--- src/rtl/axil_slave_demux.sv ---
// AXI-Lite 1:N demux decoded on addr[SEL_LSB +: SEL_BITS]. One transaction in flight;
// a per-transaction timeout abandons hung slaves and late responses are drained.
module axil_slave_demux #(
  parameter  int NUM_SLAVES = 8,
  parameter  int ADDR_WIDTH = 32,
  parameter  int DATA_WIDTH = 32,
  parameter  int SEL_LSB    = 24,
  parameter  int TIMEOUT    = 1024,
  localparam int SEL_BITS   = (NUM_SLAVES > 1) ? $clog2(NUM_SLAVES) : 1,
  localparam int STRB_WIDTH = DATA_WIDTH / 8
) (
  input  logic                             axi_aclk,
  input  logic                             axi_aresetn,
  input  logic [ADDR_WIDTH-1:0]            s_axi_awaddr,
  input  logic                             s_axi_awvalid,
  output logic                             s_axi_awready,
  input  logic [DATA_WIDTH-1:0]            s_axi_wdata,
  input  logic [STRB_WIDTH-1:0]            s_axi_wstrb,
  input  logic                             s_axi_wvalid,
  output logic                             s_axi_wready,
  output logic [1:0]                       s_axi_bresp,
  output logic                             s_axi_bvalid,
  input  logic                             s_axi_bready,
  input  logic [ADDR_WIDTH-1:0]            s_axi_araddr,
  input  logic                             s_axi_arvalid,
  output logic                             s_axi_arready,
  output logic [DATA_WIDTH-1:0]            s_axi_rdata,
  output logic [1:0]                       s_axi_rresp,
  output logic                             s_axi_rvalid,
  input  logic                             s_axi_rready,
  output logic [NUM_SLAVES*ADDR_WIDTH-1:0] m_axi_awaddr,
  output logic [NUM_SLAVES-1:0]            m_axi_awvalid,
  input  logic [NUM_SLAVES-1:0]            m_axi_awready,
  output logic [NUM_SLAVES*DATA_WIDTH-1:0] m_axi_wdata,
  output logic [NUM_SLAVES*STRB_WIDTH-1:0] m_axi_wstrb,
  output logic [NUM_SLAVES-1:0]            m_axi_wvalid,
  input  logic [NUM_SLAVES-1:0]            m_axi_wready,
  input  logic [NUM_SLAVES*2-1:0]          m_axi_bresp,
  input  logic [NUM_SLAVES-1:0]            m_axi_bvalid,
  output logic [NUM_SLAVES-1:0]            m_axi_bready,
  output logic [NUM_SLAVES*ADDR_WIDTH-1:0] m_axi_araddr,
  output logic [NUM_SLAVES-1:0]            m_axi_arvalid,
  input  logic [NUM_SLAVES-1:0]            m_axi_arready,
  input  logic [NUM_SLAVES*DATA_WIDTH-1:0] m_axi_rdata,
  input  logic [NUM_SLAVES*2-1:0]          m_axi_rresp,
  input  logic [NUM_SLAVES-1:0]            m_axi_rvalid,
  output logic [NUM_SLAVES-1:0]            m_axi_rready,
  output logic [15:0]                      timeout_count,
  output logic [NUM_SLAVES-1:0]            drain_pending
);

  localparam int             TW       = $clog2(TIMEOUT);
  localparam logic [TW-1:0]  TMO_LAST = TW'(TIMEOUT - 1);
  localparam logic [1:0]     SLVERR   = 2'b10;
  localparam logic [1:0]     DECERR   = 2'b11;

  typedef enum logic [2:0] {IDLE, WR_FWD, WR_RESP, RD_FWD, RD_RESP, ERR_RESP} state_e;

  state_e                state_q, state_d;
  logic                  grant_wr_q, grant_rd_q, prio_wr_q;
  logic [ADDR_WIDTH-1:0] addr_q;
  logic [DATA_WIDTH-1:0] wdata_q, rdata_q;
  logic [STRB_WIDTH-1:0] wstrb_q;
  logic [SEL_BITS-1:0]   idx_q, sel_in;
  logic                  aw_done_q, w_done_q, ar_done_q, err_rd_q;
  logic [TW-1:0]         tmo_q;
  logic [1:0]            resp_q;

  logic                  wr_elig, rd_elig, pick_wr, pick_rd, idle_free;
  logic                  accept_wr, accept_rd, accept, dec_err, dec_busy;
  logic                  tmo_hit, b_hs, r_hs, abandon, fwd_acc;
  logic                  sel_awready, sel_wready, sel_arready, sel_bvalid, sel_rvalid;
  logic [1:0]            sel_bresp, sel_rresp;
  logic [DATA_WIDTH-1:0] sel_rdata;
  logic [NUM_SLAVES-1:0] drain_set, drain_clr;

  // Upstream arbitration: a grant is registered first, then the handshake completes.
  assign wr_elig   = s_axi_awvalid && s_axi_wvalid;
  assign rd_elig   = s_axi_arvalid;
  assign pick_wr   = wr_elig && (!rd_elig || prio_wr_q);
  assign pick_rd   = rd_elig && !pick_wr;
  assign idle_free = (state_q == IDLE) && !grant_wr_q && !grant_rd_q;
  assign accept_wr = grant_wr_q && wr_elig;
  assign accept_rd = grant_rd_q && rd_elig;
  assign accept    = accept_wr || accept_rd;
  assign sel_in    = grant_wr_q ? s_axi_awaddr[SEL_LSB +: SEL_BITS]
                                : s_axi_araddr[SEL_LSB +: SEL_BITS];
  assign dec_err   = int'(sel_in) >= NUM_SLAVES;
  assign tmo_hit   = (tmo_q == TMO_LAST);

  assign s_axi_awready = grant_wr_q;
  assign s_axi_wready  = grant_wr_q;
  assign s_axi_arready = grant_rd_q;
  assign s_axi_bvalid  = (state_q == WR_RESP) || (state_q == ERR_RESP && !err_rd_q);
  assign s_axi_rvalid  = (state_q == RD_RESP) || (state_q == ERR_RESP && err_rd_q);
  assign s_axi_bresp   = resp_q;
  assign s_axi_rresp   = resp_q;
  assign s_axi_rdata   = rdata_q;

  assign m_axi_awaddr  = {NUM_SLAVES{addr_q}};
  assign m_axi_araddr  = {NUM_SLAVES{addr_q}};
  assign m_axi_wdata   = {NUM_SLAVES{wdata_q}};
  assign m_axi_wstrb   = {NUM_SLAVES{wstrb_q}};

  // NOTE: every always_comb output gets a default first so no path can infer a latch.
  always_comb begin
    sel_awready = 1'b0;
    sel_wready  = 1'b0;
    sel_arready = 1'b0;
    sel_bvalid  = 1'b0;
    sel_rvalid  = 1'b0;
    sel_bresp   = 2'b00;
    sel_rresp   = 2'b00;
    sel_rdata   = '0;
    dec_busy    = 1'b0;
    for (int i = 0; i < NUM_SLAVES; i++) begin
      if (idx_q == SEL_BITS'(i)) begin
        sel_awready = m_axi_awready[i];
        sel_wready  = m_axi_wready[i];
        sel_arready = m_axi_arready[i];
        sel_bvalid  = m_axi_bvalid[i];
        sel_rvalid  = m_axi_rvalid[i];
        sel_bresp   = m_axi_bresp[2*i +: 2];
        sel_rresp   = m_axi_rresp[2*i +: 2];
        sel_rdata   = m_axi_rdata[DATA_WIDTH*i +: DATA_WIDTH];
      end
      if (sel_in == SEL_BITS'(i)) dec_busy = drain_pending[i];
    end
  end

  assign b_hs    = (state_q == WR_FWD) && aw_done_q && w_done_q && sel_bvalid;
  assign r_hs    = (state_q == RD_FWD) && ar_done_q && sel_rvalid;
  assign abandon = tmo_hit && (((state_q == WR_FWD) && !b_hs) || ((state_q == RD_FWD) && !r_hs));
  // The slave owes a response only once it has taken the address.
  assign fwd_acc = (state_q == WR_FWD) ? (aw_done_q || sel_awready) : (ar_done_q || sel_arready);

  always_comb begin
    state_d = state_q;
    case (state_q)
      IDLE:     if (accept) state_d = (dec_err || dec_busy) ? ERR_RESP
                                    : (accept_wr ? WR_FWD : RD_FWD);
      WR_FWD:   if (b_hs) state_d = WR_RESP;
                else if (abandon) state_d = ERR_RESP;
      WR_RESP:  if (s_axi_bready) state_d = IDLE;
      RD_FWD:   if (r_hs) state_d = RD_RESP;
                else if (abandon) state_d = ERR_RESP;
      RD_RESP:  if (s_axi_rready) state_d = IDLE;
      ERR_RESP: if (err_rd_q ? s_axi_rready : s_axi_bready) state_d = IDLE;
      default:  state_d = IDLE;
    endcase
  end

  always_comb begin
    m_axi_awvalid = '0;
    m_axi_wvalid  = '0;
    m_axi_bready  = '0;
    m_axi_arvalid = '0;
    m_axi_rready  = '0;
    drain_set     = '0;
    drain_clr     = '0;
    for (int i = 0; i < NUM_SLAVES; i++) begin
      if (idx_q == SEL_BITS'(i)) begin
        m_axi_awvalid[i] = (state_q == WR_FWD) && !aw_done_q;
        m_axi_wvalid[i]  = (state_q == WR_FWD) && !w_done_q;
        m_axi_bready[i]  = (state_q == WR_FWD) && aw_done_q && w_done_q;
        m_axi_arvalid[i] = (state_q == RD_FWD) && !ar_done_q;
        m_axi_rready[i]  = (state_q == RD_FWD) && ar_done_q;
        drain_set[i]     = abandon && fwd_acc;
      end
      // A draining slot accepts and discards whatever response arrives late.
      if (drain_pending[i]) begin
        m_axi_bready[i] = 1'b1;
        m_axi_rready[i] = 1'b1;
        drain_clr[i]    = m_axi_bvalid[i] || m_axi_rvalid[i];
      end
    end
  end

  // NOTE: sequential state uses non-blocking assignments so every flop samples pre-edge values.
  always_ff @(posedge axi_aclk or negedge axi_aresetn) begin
    if (!axi_aresetn) state_q <= IDLE;
    else              state_q <= state_d;
  end

  // NOTE: datapath registers are reset too, so s_axi_rdata/resp read as zero out of reset.
  always_ff @(posedge axi_aclk or negedge axi_aresetn) begin
    if (!axi_aresetn) begin
      grant_wr_q    <= 1'b0;
      grant_rd_q    <= 1'b0;
      prio_wr_q     <= 1'b1;
      addr_q        <= '0;
      wdata_q       <= '0;
      wstrb_q       <= '0;
      rdata_q       <= '0;
      idx_q         <= '0;
      aw_done_q     <= 1'b0;
      w_done_q      <= 1'b0;
      ar_done_q     <= 1'b0;
      err_rd_q      <= 1'b0;
      tmo_q         <= '0;
      resp_q        <= 2'b00;
      timeout_count <= '0;
      drain_pending <= '0;
    end else begin
      grant_wr_q    <= idle_free && pick_wr;
      grant_rd_q    <= idle_free && pick_rd;
      drain_pending <= (drain_pending & ~drain_clr) | drain_set;
      if (state_q == WR_FWD) begin
        tmo_q     <= tmo_q + 1'b1;
        aw_done_q <= aw_done_q || sel_awready;
        w_done_q  <= w_done_q || sel_wready;
      end
      if (state_q == RD_FWD) begin
        tmo_q     <= tmo_q + 1'b1;
        ar_done_q <= ar_done_q || sel_arready;
      end
      if (accept) begin
        prio_wr_q <= !prio_wr_q;
        idx_q     <= sel_in;
        err_rd_q  <= accept_rd;
        tmo_q     <= '0;
        aw_done_q <= 1'b0;
        w_done_q  <= 1'b0;
        ar_done_q <= 1'b0;
        if (accept_wr) begin
          addr_q  <= s_axi_awaddr;
          wdata_q <= s_axi_wdata;
          wstrb_q <= s_axi_wstrb;
        end else begin
          addr_q  <= s_axi_araddr;
        end
        if (dec_err)       resp_q <= DECERR;
        else if (dec_busy) resp_q <= SLVERR;
        if (accept_rd && (dec_err || dec_busy)) rdata_q <= '1;
      end
      if (b_hs) resp_q <= sel_bresp;
      if (r_hs) begin
        resp_q  <= sel_rresp;
        rdata_q <= sel_rdata;
      end
      if (abandon) begin
        resp_q <= SLVERR;
        if (state_q == RD_FWD) rdata_q <= '1;
        if (timeout_count != 16'hFFFF) timeout_count <= timeout_count + 16'd1;
      end
    end
  end

endmodule

--- config.mk ---
export PLATFORM = sky130hd
export DESIGN_NAME = axil_slave_demux
export DESIGN_NICKNAME = d
export VERILOG_FILES = /design/src/rtl/axil_slave_demux.sv
export SDC_FILE = /design/constraint.sdc
export NUM_CORES = 1
export LEC_CHECK = 0
export ABC_AREA = 1
export BUFFER_PORTS_ARGS = -buffer_cell sky130_fd_sc_hd__buf_2
export CORE_AREA = 2 2 528 530
export DETAILED_ROUTE_END_ITERATION = 7
export DIE_AREA = 0 0 530 532
export PLACE_DENSITY = 0.3
export SETUP_SLACK_MARGIN = 0.15
export SLEW_MARGIN = 10
export SYNTH_ARGS = -nofsm -noshare
export SYNTH_HDL_FRONTEND = slang
export SYNTH_SLANG_ARGS = --single-unit
--- constraint.sdc ---
create_clock -name axi_aclk -period 4.1 [get_ports axi_aclk]
set_input_delay 0.82 -clock axi_aclk [delete_from_list [all_inputs] [get_ports axi_aclk]]
set_output_delay 0.82 -clock axi_aclk [all_outputs]
set_load 0.005 [all_outputs]
Word level (Yosys, flattened, before mapping):

Index checks and enable logic that the tools add are counted.

* word-level logic and storage cells: 287
* input port bits: 435
* bits in registers: 149
* output and inout bits: 905

* $add $sub $neg: 2
* equal/unequal tests: 25
* bitwise logic cells: 3
* multiplexer cells: 177
* reduce and logical (&&, ||, !) cells: 63

Operators by type and width (count)
* $mux 32: 14
* $mux 1: 128
* $mux 2: 22
* $eq 3x3->1 const B: 10
* $mux 10: 3
* $mux 3: 9
* $logic_and 1x1->1: 24
* $eq 3x2->1 const B: 6
* $pmux 3 s6: 1
* $add 16x1->16 const B: 1
* $logic_or 1x1->1: 16
* $ne 16x16->1 const B: 1
* $logic_not 1->1: 11
* $add 10x1->10 const B: 1
* $eq 10x10->1 const B: 1
* $eq 3x1->1 const B: 3
* $logic_not 3->1: 3
* $and 8x8->8: 1
* $not 8->8: 1
* $or 8x8->8: 1
* $reduce_bool 4->1: 2
* $ne 2x2->1 const B: 3
* $reduce_and 2->1: 3
* $reduce_and 4->1: 1
* other kinds (3): 4

Depth between registers and ports, before layout:

Gate-level depths: netlist (run 1).

* depth in word-level cells: 17
* gate-level depth with buffers: 16
* mapped depth without buffers: 15

Worst setup path before layout (run 1):

No wires, ideal clock.

* path type: register -> output
* start point: reg idx_q[1]
* end point: out m_axi_bready[7]
* path slack: 1.705 ns
* data required time: 3.280 ns
* stages on the path, launching flop included: 8
* data arrival time: 1.575 ns
* path through: dfrtp_1 buf_4 clkinv_2 nor3_4 inv_1 clkbuf_1 clkbuf_1 o21ai_0

* longest elaborated chain between the ends: 3

RTL lines
* start: declaration: line 64 `logic [SEL_BITS-1:0] idx_q, sel_in;`
* start signal: assignment: line 219 `idx_q <= sel_in;`
* $eq 3x3->1: line 162 `if (idx_q == SEL_BITS'(i)) begin`
* $mux 1: line 162
* $mux 1: line 171 `if (drain_pending[i]) begin`
* end: declaration: line 40 `output logic [NUM_SLAVES-1:0] m_axi_bready,`

No other way between the ends.

Worst setup path in the final report (run 1):

* start point: reg idx_q[1]
* end point: out m_axi_wvalid[7]

* longest elaborated chain between the ends: 2

RTL lines
* $eq 3x3->1: line 162
* $mux 1: line 162
* end: declaration: line 36 `output logic [NUM_SLAVES-1:0] m_axi_wvalid,`

No other way between the ends.

==> impl_metrics.json, run 1 <==
{
  "drc": 0,
  "fmax_mhz": 272,
  "arrival_ns": 2.86,
  "synth_top_family_by_area": "buffers and inverters",
  "synth.top_cell.area_share_pct": 37.4,
  "synth_mux_area_share_pct": 0,
  "async_flop_share_pct": 100,
  "drive_above_1_share_pct": 54.5,
  "cap_viol_max_count": 0,
  "ys_seq_area_share_pct": 25.1,
  "drt_iter0_markers": 898,
  "grt_usage_pct": 7.97,
  "synthSimpleGateAreaFrac_pct": 24.5,
  "clkTransAtPathRegs_ns": 0.07,
  "r2r_cells": 10,
  "grt_pass1_wl_um": 149000,
  "rr_endpoint": "s_axi_rdata[9]$_DFF_PN0_",
  "max_stage_delay_ns": 0.52,
  "viasPerCell": 2.52,
  "critPathCaptureType": "output port",
  "crit_fanout": 20,
  "postSynthCellCount": 2087,
  "overflow": 0,
  "fin_skew_ns": 0.0493,
  "area_growth_pct": 45.3,
  "routed_wl_um": 118000,
  "finalPower_mw": 14.7,
  "htree_num_levels": 4,
  "slew_viol_final": 0,
  "hold_viol": 0,
  "setup_tns_ns": 0,
  "synthDistinctLibCells": 37,
  "nets": 3122,
  "yosys.area.top_type": "buf_4",
  "postCtsSetupRepairBufs": 0,
  "core-area_um2": 276000,
  "synth_edf_count": 0,
  "rows": 193,
  "regToRegSetupSlack_ns": 0.75,
  "dr.pass1.iters": 7,
  "grt_start_max_net_pins": 56,
  "critical_path.slowest_cell": "dfrtp_1",
  "synth_area_leaders": "buf_4, dfrtp_1, nand2_1, nand3_1, nand4_1",
  "critPathKind": "register to output port",
  "yosysWarningCount": 0,
  "post_drt_wl_per_cell_um": 18.4,
  "clock_latency_ns": 0.58,
  "synth_compound_area_share_pct": 7.61,
  "syn-num-nets": 2524,
  "gp_congestion": 0.913,
  "synth_ff_type": "dfrtp_1",
  "cts.path.max_buffers": 3,
  "dieHeight_um": 532,
  "dpl.hpwl_um": 99800,
  "status": "complete, no violations",
  "finalSetupViolCount": 0,
  "hp-class": "input port to async pin",
  "required_ns": 3.28,
  "syn_area_per_cell_um2": 7.11,
  "antenna_found_initial": 48,
  "syn-cell-area_um2": 14800,
  "synth_xor_area_share_pct": 0.944,
  "path_cells": "clkinv_2, nor3_4, inv_2, nor2_1, buf_2",
  "dieArea_um2": 282000,
  "cts_root_buf": "clkbuf_16",
  "synthAdderAreaFrac_pct": 0.169,
  "ctsHoldBuffers": 0,
  "start_kind": "register",
  "tightest_slew_ns": 1.07,
  "cts_tree": "done",
  "crit_family": "buffers and inverters",
  "rsz0062_at_grt": "false",
  "r2r_start": "idx_q[1]$_DFFE_PN0N_",
  "grt_pass1_vias": 15300,
  "min_period_over_period_pct": 89.7,
  "ys_seq_elements": 149,
  "crit_buf_inv": 3,
  "fillers": 32700,
  "ir_drop_mv": 0.244,
  "num_io_pins": 1340,
  "maxSlewHeadroom_pct": 28.7,
  "leakage_nw": 10.7,
  "cts_buffers": 25,
  "powerDensity_nw_per_um2": 683,
  "io_buffer_count": 1339,
  "via_count": 16200,
  "start_util_pct": 5.38,
  "die_w_um": 530,
  "cts_resized": 0,
  "detail-route-antenna-nets": 0,
  "fin_crit_ns": 3.68,
  "clock_sinks": 149
}
stage by stage:
step / utilization, % / area, µm² / std cells / worst slack (ns) / hold WS (ns)
2_1_floorplan: - / 14800 / 2087 / 1.70 / 0.443
3_3_place_gp: 7.52 / 20700 / 6362 / 0.618 / 0.489
3_5_place_dp: 7.53 / 20800 / 6363 / 0.671 / 0.488
4_1_cts: 7.80 / 21500 / 6395 / 0.192 / 0.158
5_1_grt: 7.81 / 21500 / 6408 / 0.164 / 0.178
6_report: 7.82 / 21600 / 6419 / 0.421 / 0.180
final cells by class:
class | count | area (µm²) | area share [%]
clock inverters | 5 | 75.1 | 0.348
flip-flops and latches | 149 | 3730 | 17.3
inverters | 71 | 270 | 1.25
multi-input cells | 1049 | 4980 | 23.1
clock buffers | 27 | 653 | 3.03
well taps | 3705 | 4640 | 21.5
diodes | 24 | 60.1 | 0.279
repair buffers | 1389 | 7160 | 33.2
where the power goes:
group          switching, mW  internal, mW
clock network          0.964          1.25
registers               1.87          1.99
logic                   5.05          3.60
total                   7.89          6.85
placed cells by master, fill, tap and decap left out, types with 2 or more instances in the layout:
cell type  netlist  final
a211oi_1         2      2
a21oi_1         88     88
buf_12           0      4
buf_2           12   1338
buf_4          739     45
bufinv_16        0      2
clkbuf_16        0     25
clkbuf_8         0      2
clkinv_2         1      4
dfrtp_1        148    147
diode_2          0     24
ha_1             2      2
inv_1           63     55
inv_2            6     14
nand2_1        489    489
nand2_2          4      4
nand3_1        150    150
nand3_2          5      5
nand3b_1         2      2
nand4_1         73     73
nor2_1          83     81
nor2_2           2      2
nor2_4           1      3
nor3_1          11     11
nor3b_1          2      2
nor4_1           3      2
o2111ai_1       32     32
o211ai_1         5      5
o21ai_0         68     67
or2_2            6      6
xnor2_1          3      3
xor2_1          13     13
metal layers:
| metal | GRT usage (%) | vias up | wire (µm) |
|---|---|---|---|
| met5 | 0 | - | 112 |
| met4 | 3.59 | 16 | 5320 |
| met3 | 2.09 | 154 | 8690 |
| met2 | 14.5 | 1060 | 60100 |
| met1 | 8.56 | 7678 | 44100 |
| li1 | - | 7263 | - |
flip-flops by register name, indices dropped and copies added (netlist names):
signal,count
timeout_count,16
addr_q,32
s_axi_bresp,2
s_axi_rdata,32
wdata_q,32
state_q,3
err_rd_q,1
drain_pending,8
aw_done_q,1
idx_q,3
s_axi_awready,1
w_done_q,1
wstrb_q,4
tmo_q,10
ar_done_q,1
prio_wr_q,1
s_axi_arready,1
Yosys cell counts, types with 4 or more instances:
| cell type | instances |
|---|---|
| buf_4 | 739 |
| nor2_1 | 83 |
| nor3_1 | 11 |
| or2_2 | 6 |
| buf_1 | 4 |
| nand3_2 | 5 |
| nand2_1 | 489 |
| nand2_2 | 4 |
| nand3_1 | 150 |
| a21oi_1 | 88 |
| buf_6 | 6 |
| inv_2 | 6 |
| xor2_1 | 13 |
| o211ai_1 | 5 |
| o2111ai_1 | 32 |
| clkbuf_1 | 57 |
| inv_1 | 63 |
| nand4_1 | 73 |
| dfrtp_1 | 148 |
| buf_2 | 12 |
| o21ai_0 | 68 |
worst max-delay path by stage:
stage,cells after the start,slack (ns),startpoint,end
after floorplan,7,1.70,idx_q[1]$_DFFE_PN0N_,m_axi_bready[7]
after global placement,12,0.62,s_axi_awaddr[25],s_axi_rdata[21]$_DFF_PN0_
after detailed placement,12,0.67,s_axi_awaddr[25],s_axi_rdata[20]$_DFF_PN0_
after CTS,5,0.19,idx_q[1]$_DFFE_PN0N_,m_axi_wvalid[7]
after global routing,5,0.16,idx_q[1]$_DFFE_PN0N_,m_axi_wvalid[7]
final,5,0.42,idx_q[1]$_DFFE_PN0N_,m_axi_wvalid[7]
kinds of logic (layout without fill, tap and decap cells):
kind of cell    after synthesis  after routing
other cells                   0             24
xor+xnor                     16             16
compound gates              197            197
simple gates                834            834
flops                       149            149
fa+ha+maj                     2              2
buf+inv                     889           1492
Power figures use the tool's default switching activity.
==> inputs of run 2 (changes only) <==
Settings changed: CORE_AREA 2 2 528 530 to 2 2 517 519, DIE_AREA 0 0 530 532 to 0 0 519 521, GPL_ROUTABILITY_DRIVEN from default to 0.
==> run 2 against run 1 <==
Net effect: clock skew is 0.0040 ns higher; die area is 4.1% lower; worst hold slack gained 0.11 ns; cell count decreased by 2.9%; via count is essentially flat; non-clock buffer count shrank 2; sequential share of layout area up 0.21 points; register-to-register slack worse by 0.33 ns; wire length increased by 0.23%; clock-buffer cell count is 3 higher; critical path depth unchanged; combinational power grew 2%; highest routed layer unchanged.
==> impl_metrics.json, run 2 (synthesized netlist as in run 1, its figures left out) <==
{
  "rows": 189,
  "status": "complete, no violations",
  "drc": 0,
  "grt_pass1_wl_um": 149000,
  "nets": 3120,
  "ctsHoldBuffers": 0,
  "path_cells": "clkinv_2, nor3_4, inv_2, o21ai_0, buf_2",
  "critical_path.slowest_cell": "nor3_4",
  "ir_drop_mv": 0.296,
  "drive_above_1_share_pct": 54.3,
  "clkTransAtPathRegs_ns": 0.09,
  "hold_viol": 0,
  "cts_tree": "done",
  "r2r_start": "idx_q[2]$_DFFE_PN0N_",
  "dieArea_um2": 270000,
  "power.internal_mw": 6.81,
  "io_buffer_count": 1339,
  "layout_commonest_cell": "buf_2",
  "grt_start_max_net_pins": 68,
  "fin_skew_ns": 0.0533,
  "seqPwrFrac_pct": 25.8,
  "dpl_cell_area_um2": 20500,
  "hp-class": "input port to async pin",
  "slew_viol_final": 0,
  "leakage_nw": 10.7,
  "cts.path.max_buffers": 3,
  "htree_num_levels": 4,
  "dieHeight_um": 521,
  "maxSlewHeadroom_pct": 23.9,
  "detail-route-antenna-nets": 0,
  "finalSetupViolCount": 0,
  "r2r_cells": 14,
  "cts_resized": 0,
  "clock_sinks": 149,
  "routed_wl_um": 119000,
  "switching_share_pct": 54.4,
  "cap_viol_max_count": 0,
  "grt_usage_pct": 8.29,
  "critPathCaptureType": "output port",
  "clock_latency_ns": 0.58,
  "switching_power_mw": 8.13,
  "num_io_pins": 1340,
  "fmax_mhz": 269,
  "postCtsSetupRepairBufs": 0,
  "most-common-layout-cells": "buf_2, nand2_1, nand3_1, dfrtp_1, a21oi_1",
  "power_frac_comb_pct": 59.3,
  "min_period_over_period_pct": 90.6,
  "clkPwrFrac_pct": 14.9,
  "cts_root_buf": "clkbuf_16",
  "die_w_um": 519,
  "critPathKind": "register to output port",
  "setup_tns_ns": 0,
  "required_ns": 3.28,
  "drt_iter0_markers": 757,
  "tightest_slew_ns": 1.14,
  "grt_pass1_vias": 15300,
  "core-area_um2": 264000,
  "crit_fanout": 20,
  "crit_start": "idx_q[1]$_DFFE_PN0N_",
  "post_drt_wl_per_cell_um": 19.0,
  "overflow": 0,
  "viasPerCell": 2.59,
  "arrival_ns": 2.89,
  "postLayoutCellArea_um2": 21300,
  "rsz0062_at_grt": "false",
  "via_count": 16200,
  "dr.pass1.iters": 7,
  "max_stage_delay_ns": 0.56,
  "area_growth_pct": 43.5,
  "powerDensity_nw_per_um2": 701,
  "start_kind": "register",
  "fin_crit_ns": 3.71,
  "dpl.hpwl_um": 100000,
  "antenna_found_initial": 47,
  "start_util_pct": 5.61,
  "cts_buffers": 25
}
run 2: critical path: cells and delay by family (launching register included):
kind            cells  cell delay (ns)
flops               1             0.54
compound gates      1             0.35
simple gates        1             0.56
buf+inv             3             0.88
run 2: layer usage:
metal / part of all wire, % / wire length, µm / GRT usage [%]
met4: 4.7 / 5550 / 3.85
met3: 5.7 / 6750 / 1.60
met5: 0.044 / 52 / 0
met1: 38 / 45400 / 9.12
met2: 51 / 60800 / 15.2
run 2: final cells by class:
class | count | area (µm²)
timing repair buffer | 1387 | 7150
clock inverter | 3 | 43.8
fill | 31400 | 243000
antenna | 13 | 32.5
tap | 3533 | 4420
sequential | 149 | 3730
inverter | 71 | 270
multi-input combinational | 1049 | 4970
clock buffer | 30 | 674
run 2: power by group through the flow:
stage | registers, mW | clock network [mW] | logic [mW]
floorplan | 3.01 | 0 | 7.21
global placement | 3.93 | 0 | 9.29
detailed placement | 3.99 | 0 | 9.18
CTS | 3.97 | 2.44 | 9.20
global route | 4.05 | 2.46 | 9.68
finish | 3.85 | 2.23 | 8.85
run 2: through the flow:
step	setup slack, ns	utilization (%)	std cells	total power, mW	hold WS, ns
after floorplan	1.70	-	2087	10.2	0.443
after global placement	0.260	7.77	6189	13.2	0.470
after detailed placement	0.335	7.77	6189	13.2	0.467
after CTS	0.250	8.04	6222	15.6	0.260
after global routing	0.203	8.05	6230	16.2	0.288
final	0.386	8.05	6235	14.9	0.295
run 2: worst paths after layout:
| check | endpoint | slack [ns] |
|---|---|---|
| min in group axi_aclk | wdata_q[1]$_DFFE_PN0P_ | 0.42 |
| max in group asynchronous | addr_q[30]$_DFFE_PN0N_ | 2.96 |
| max reg2reg | timeout_count[5]$_DFFE_PN0P_ | 0.42 |
| min | timeout_count[1]$_DFFE_PN0P_ | 0.29 |
| max | m_axi_bready[7] | 0.39 |
| min reg2reg | err_rd_q$_DFFE_PN0N_ | 0.48 |
==> inputs of run 3 (changes only) <==
Settings changed: BUFFER_PORTS_ARGS -buffer_cell sky130_fd_sc_hd__buf_2 to -buffer_cell sky130_fd_sc_hd__buf_4.
==> run 3 against run 2 <==
Net effect: cell count down 0.14%; cell area increased by 15%; clock power fell by 20%; utilization up 1.2 points; largest power group unchanged.
==> impl_metrics.json, run 3 (synthesized netlist as in run 1, its figures left out) <==
{
  "drive_above_1_share_pct": 54.2,
  "clock_latency_ns": 0.55,
  "switching_power_mw": 8.25,
  "grt_pass1_vias": 15500,
  "dieArea_um2": 270000,
  "crit_path_frequent_cell": "nand2_1",
  "setup_ws_ns": 0.525,
  "final-instance-count-excl-fill": 6226,
  "clock_sinks": 149,
  "finalSetupViolCount": 0,
  "most-common-layout-cells": "buf_4, nand2_1, nand3_1, dfrtp_1, a21oi_1",
  "cap_viol_max_count": 0,
  "critPathKind": "register to register",
  "fillers": 31000,
  "setup_tns_ns": 0,
  "rows": 189,
  "fmax_mhz": 280,
  "fin_crit_ns": 3.58,
  "io_buffer_count": 1339,
  "critPathCaptureType": "register",
  "seqPwrFrac_pct": 24.1,
  "path_cells": "inv_1, nand2_1, nand2_1, o21ai_0, nand3_1, nand2_1, nor2_4, buf_12, o21ai_0, nand3_1",
  "cts_buffers": 17,
  "area_growth_pct": 64.7,
  "min_period_over_period_pct": 87.2,
  "drc": 0,
  "clkTransAtPathRegs_ns": 0.10,
  "tightest_slew_ns": 0.932,
  "hp-class": "input port to async pin",
  "seq_area_um2": 3730,
  "start_util_pct": 5.61,
  "power_frac_comb_pct": 65.2,
  "postLayoutCellArea_um2": 24400,
  "hold_viol": 0,
  "routed_wl_um": 119000,
  "overflow": 0,
  "arrival_ns": 3.96,
  "htree_num_levels": 4,
  "grt_usage_pct": 8.30,
  "viasPerCell": 2.56,
  "fin_skew_ns": 0.0235,
  "detail-route-antenna-nets": 0,
  "critical_path.slowest_cell": "dfrtp_1",
  "dr.pass1.iters": 5,
  "dpl_cell_area_um2": 23800,
  "place_inst": 6178,
  "grt_start_max_net_pins": 68,
  "ir_drop_mv": 0.327,
  "max_stage_delay_ns": 0.74,
  "grt_pass1_wl_um": 150000,
  "cts_root_buf": "clkbuf_16",
  "maxSlewHeadroom_pct": 37.9,
  "crit_fanout": 16,
  "cts.path.max_buffers": 2,
  "pre_cts_ws_ns": 0.127,
  "power.internal_mw": 8.51,
  "switching_share_pct": 49.2,
  "die_w_um": 519,
  "cts_tree": "done",
  "via_count": 15900,
  "crit_buf_inv": 2,
  "num_io_pins": 1340,
  "dieHeight_um": 521,
  "core-area_um2": 264000,
  "slew_viol_final": 0,
  "required_ns": 4.49,
  "rsz0062_at_grt": "false",
  "layout_commonest_cell": "buf_4",
  "start_kind": "register",
  "clkPwrFrac_pct": 10.6,
  "nets": 3104,
  "dpl.hpwl_um": 100000,
  "drt_iter0_markers": 712,
  "post_drt_wl_per_cell_um": 19.1,
  "powerDensity_nw_per_um2": 686,
  "crit_family": "simple AND/OR/NAND/NOR gates",
  "multi_input_area_um2": 4980,
  "worst_hold_slack_ns": 0.249,
  "leakage_nw": 11.4,
  "status": "complete, no violations",
  "antenna_found_initial": 26
}
## run 3: cell count changes in the layout (fill, tap and decap cells not counted), moves of 2 or more
cell	before	now
buf_12	6	8
buf_2	1338	0
buf_4	42	1369
clkbuf_16	25	17
clkbuf_8	4	1
clkinvlp_4	0	5
inv_6	0	3
inv_8	0	4
## run 3: stage by stage
stage | total power [mW] | utilization [%]
after floorplan | 10.2 | -
after global placement | 15.6 | 9.00
after detailed placement | 15.5 | 9.00
after CTS | 17.4 | 9.21
after global routing | 18.1 | 9.24
final | 16.8 | 9.24
## run 3: per-layer routing
metal | track usage [%] | vias to the layer above | share of wire [%]
met5 | 0 | - | 0
met4 | 3.15 | 0 | 3.5
met3 | 1.68 | 93 | 5.6
met2 | 15.4 | 917 | 53
met1 | 9.20 | 7720 | 38
li1 | - | 7198 | -
## run 3: area by class of cell
cell class	count	area share, %
Antenna cell	14	0.143
Clock buffer	18	1.76
Clock inverter	13	0.481
Inverter	71	1.11
Multi-Input combinational cell	1050	20.4
Sequential cell	149	15.3
Tap cell	3533	18.1
Timing Repair Buffer	1378	42.8
## run 3: power groups by stage
stage	clock (mW)	combinational [mW]	sequential, mW
3_5_place_dp	0	11.3	4.21
3_3_place_gp	0	11.4	4.16
4_1_cts	1.96	11.3	4.19
2_1_floorplan	0	7.21	3.01
5_1_grt	1.99	11.8	4.29
6_report	1.78	10.9	4.05
## run 3: path summary, 6_finish.rpt
path / start / end / slack [ns] / cells past startpoint
setup / recovery: s_axi_awready$_DFF_PN0_ / s_axi_rdata[7]$_DFF_PN0_ / 0.52 / 10
hold / removal: axi_aresetn / timeout_count[3]$_DFFE_PN0P_ / 0.25 / 1
setup reg to reg: s_axi_awready$_DFF_PN0_ / s_axi_rdata[7]$_DFF_PN0_ / 0.52 / 10
hold reg to reg: err_rd_q$_DFFE_PN0N_ / err_rd_q$_DFFE_PN0N_ / 0.51 / 2
max in group asynchronous: axi_aresetn / prio_wr_q$_DFFE_PN1N_ / 2.96 / 2
min in group axi_aclk: s_axi_wdata[9] / wdata_q[9]$_DFFE_PN0P_ / 0.47 / 3
## run 3: repair_timing
item | in CTS | in global routing
buffers inserted | 0 | 2
pin swaps | 0 | 2
cloned | 0 | 1
endpoints found under the hold margin | 0 | 0
endpoints found under the setup margin | 23 | 30
gates resized for setup | 0 | 1
hold buffers | 0 | 0
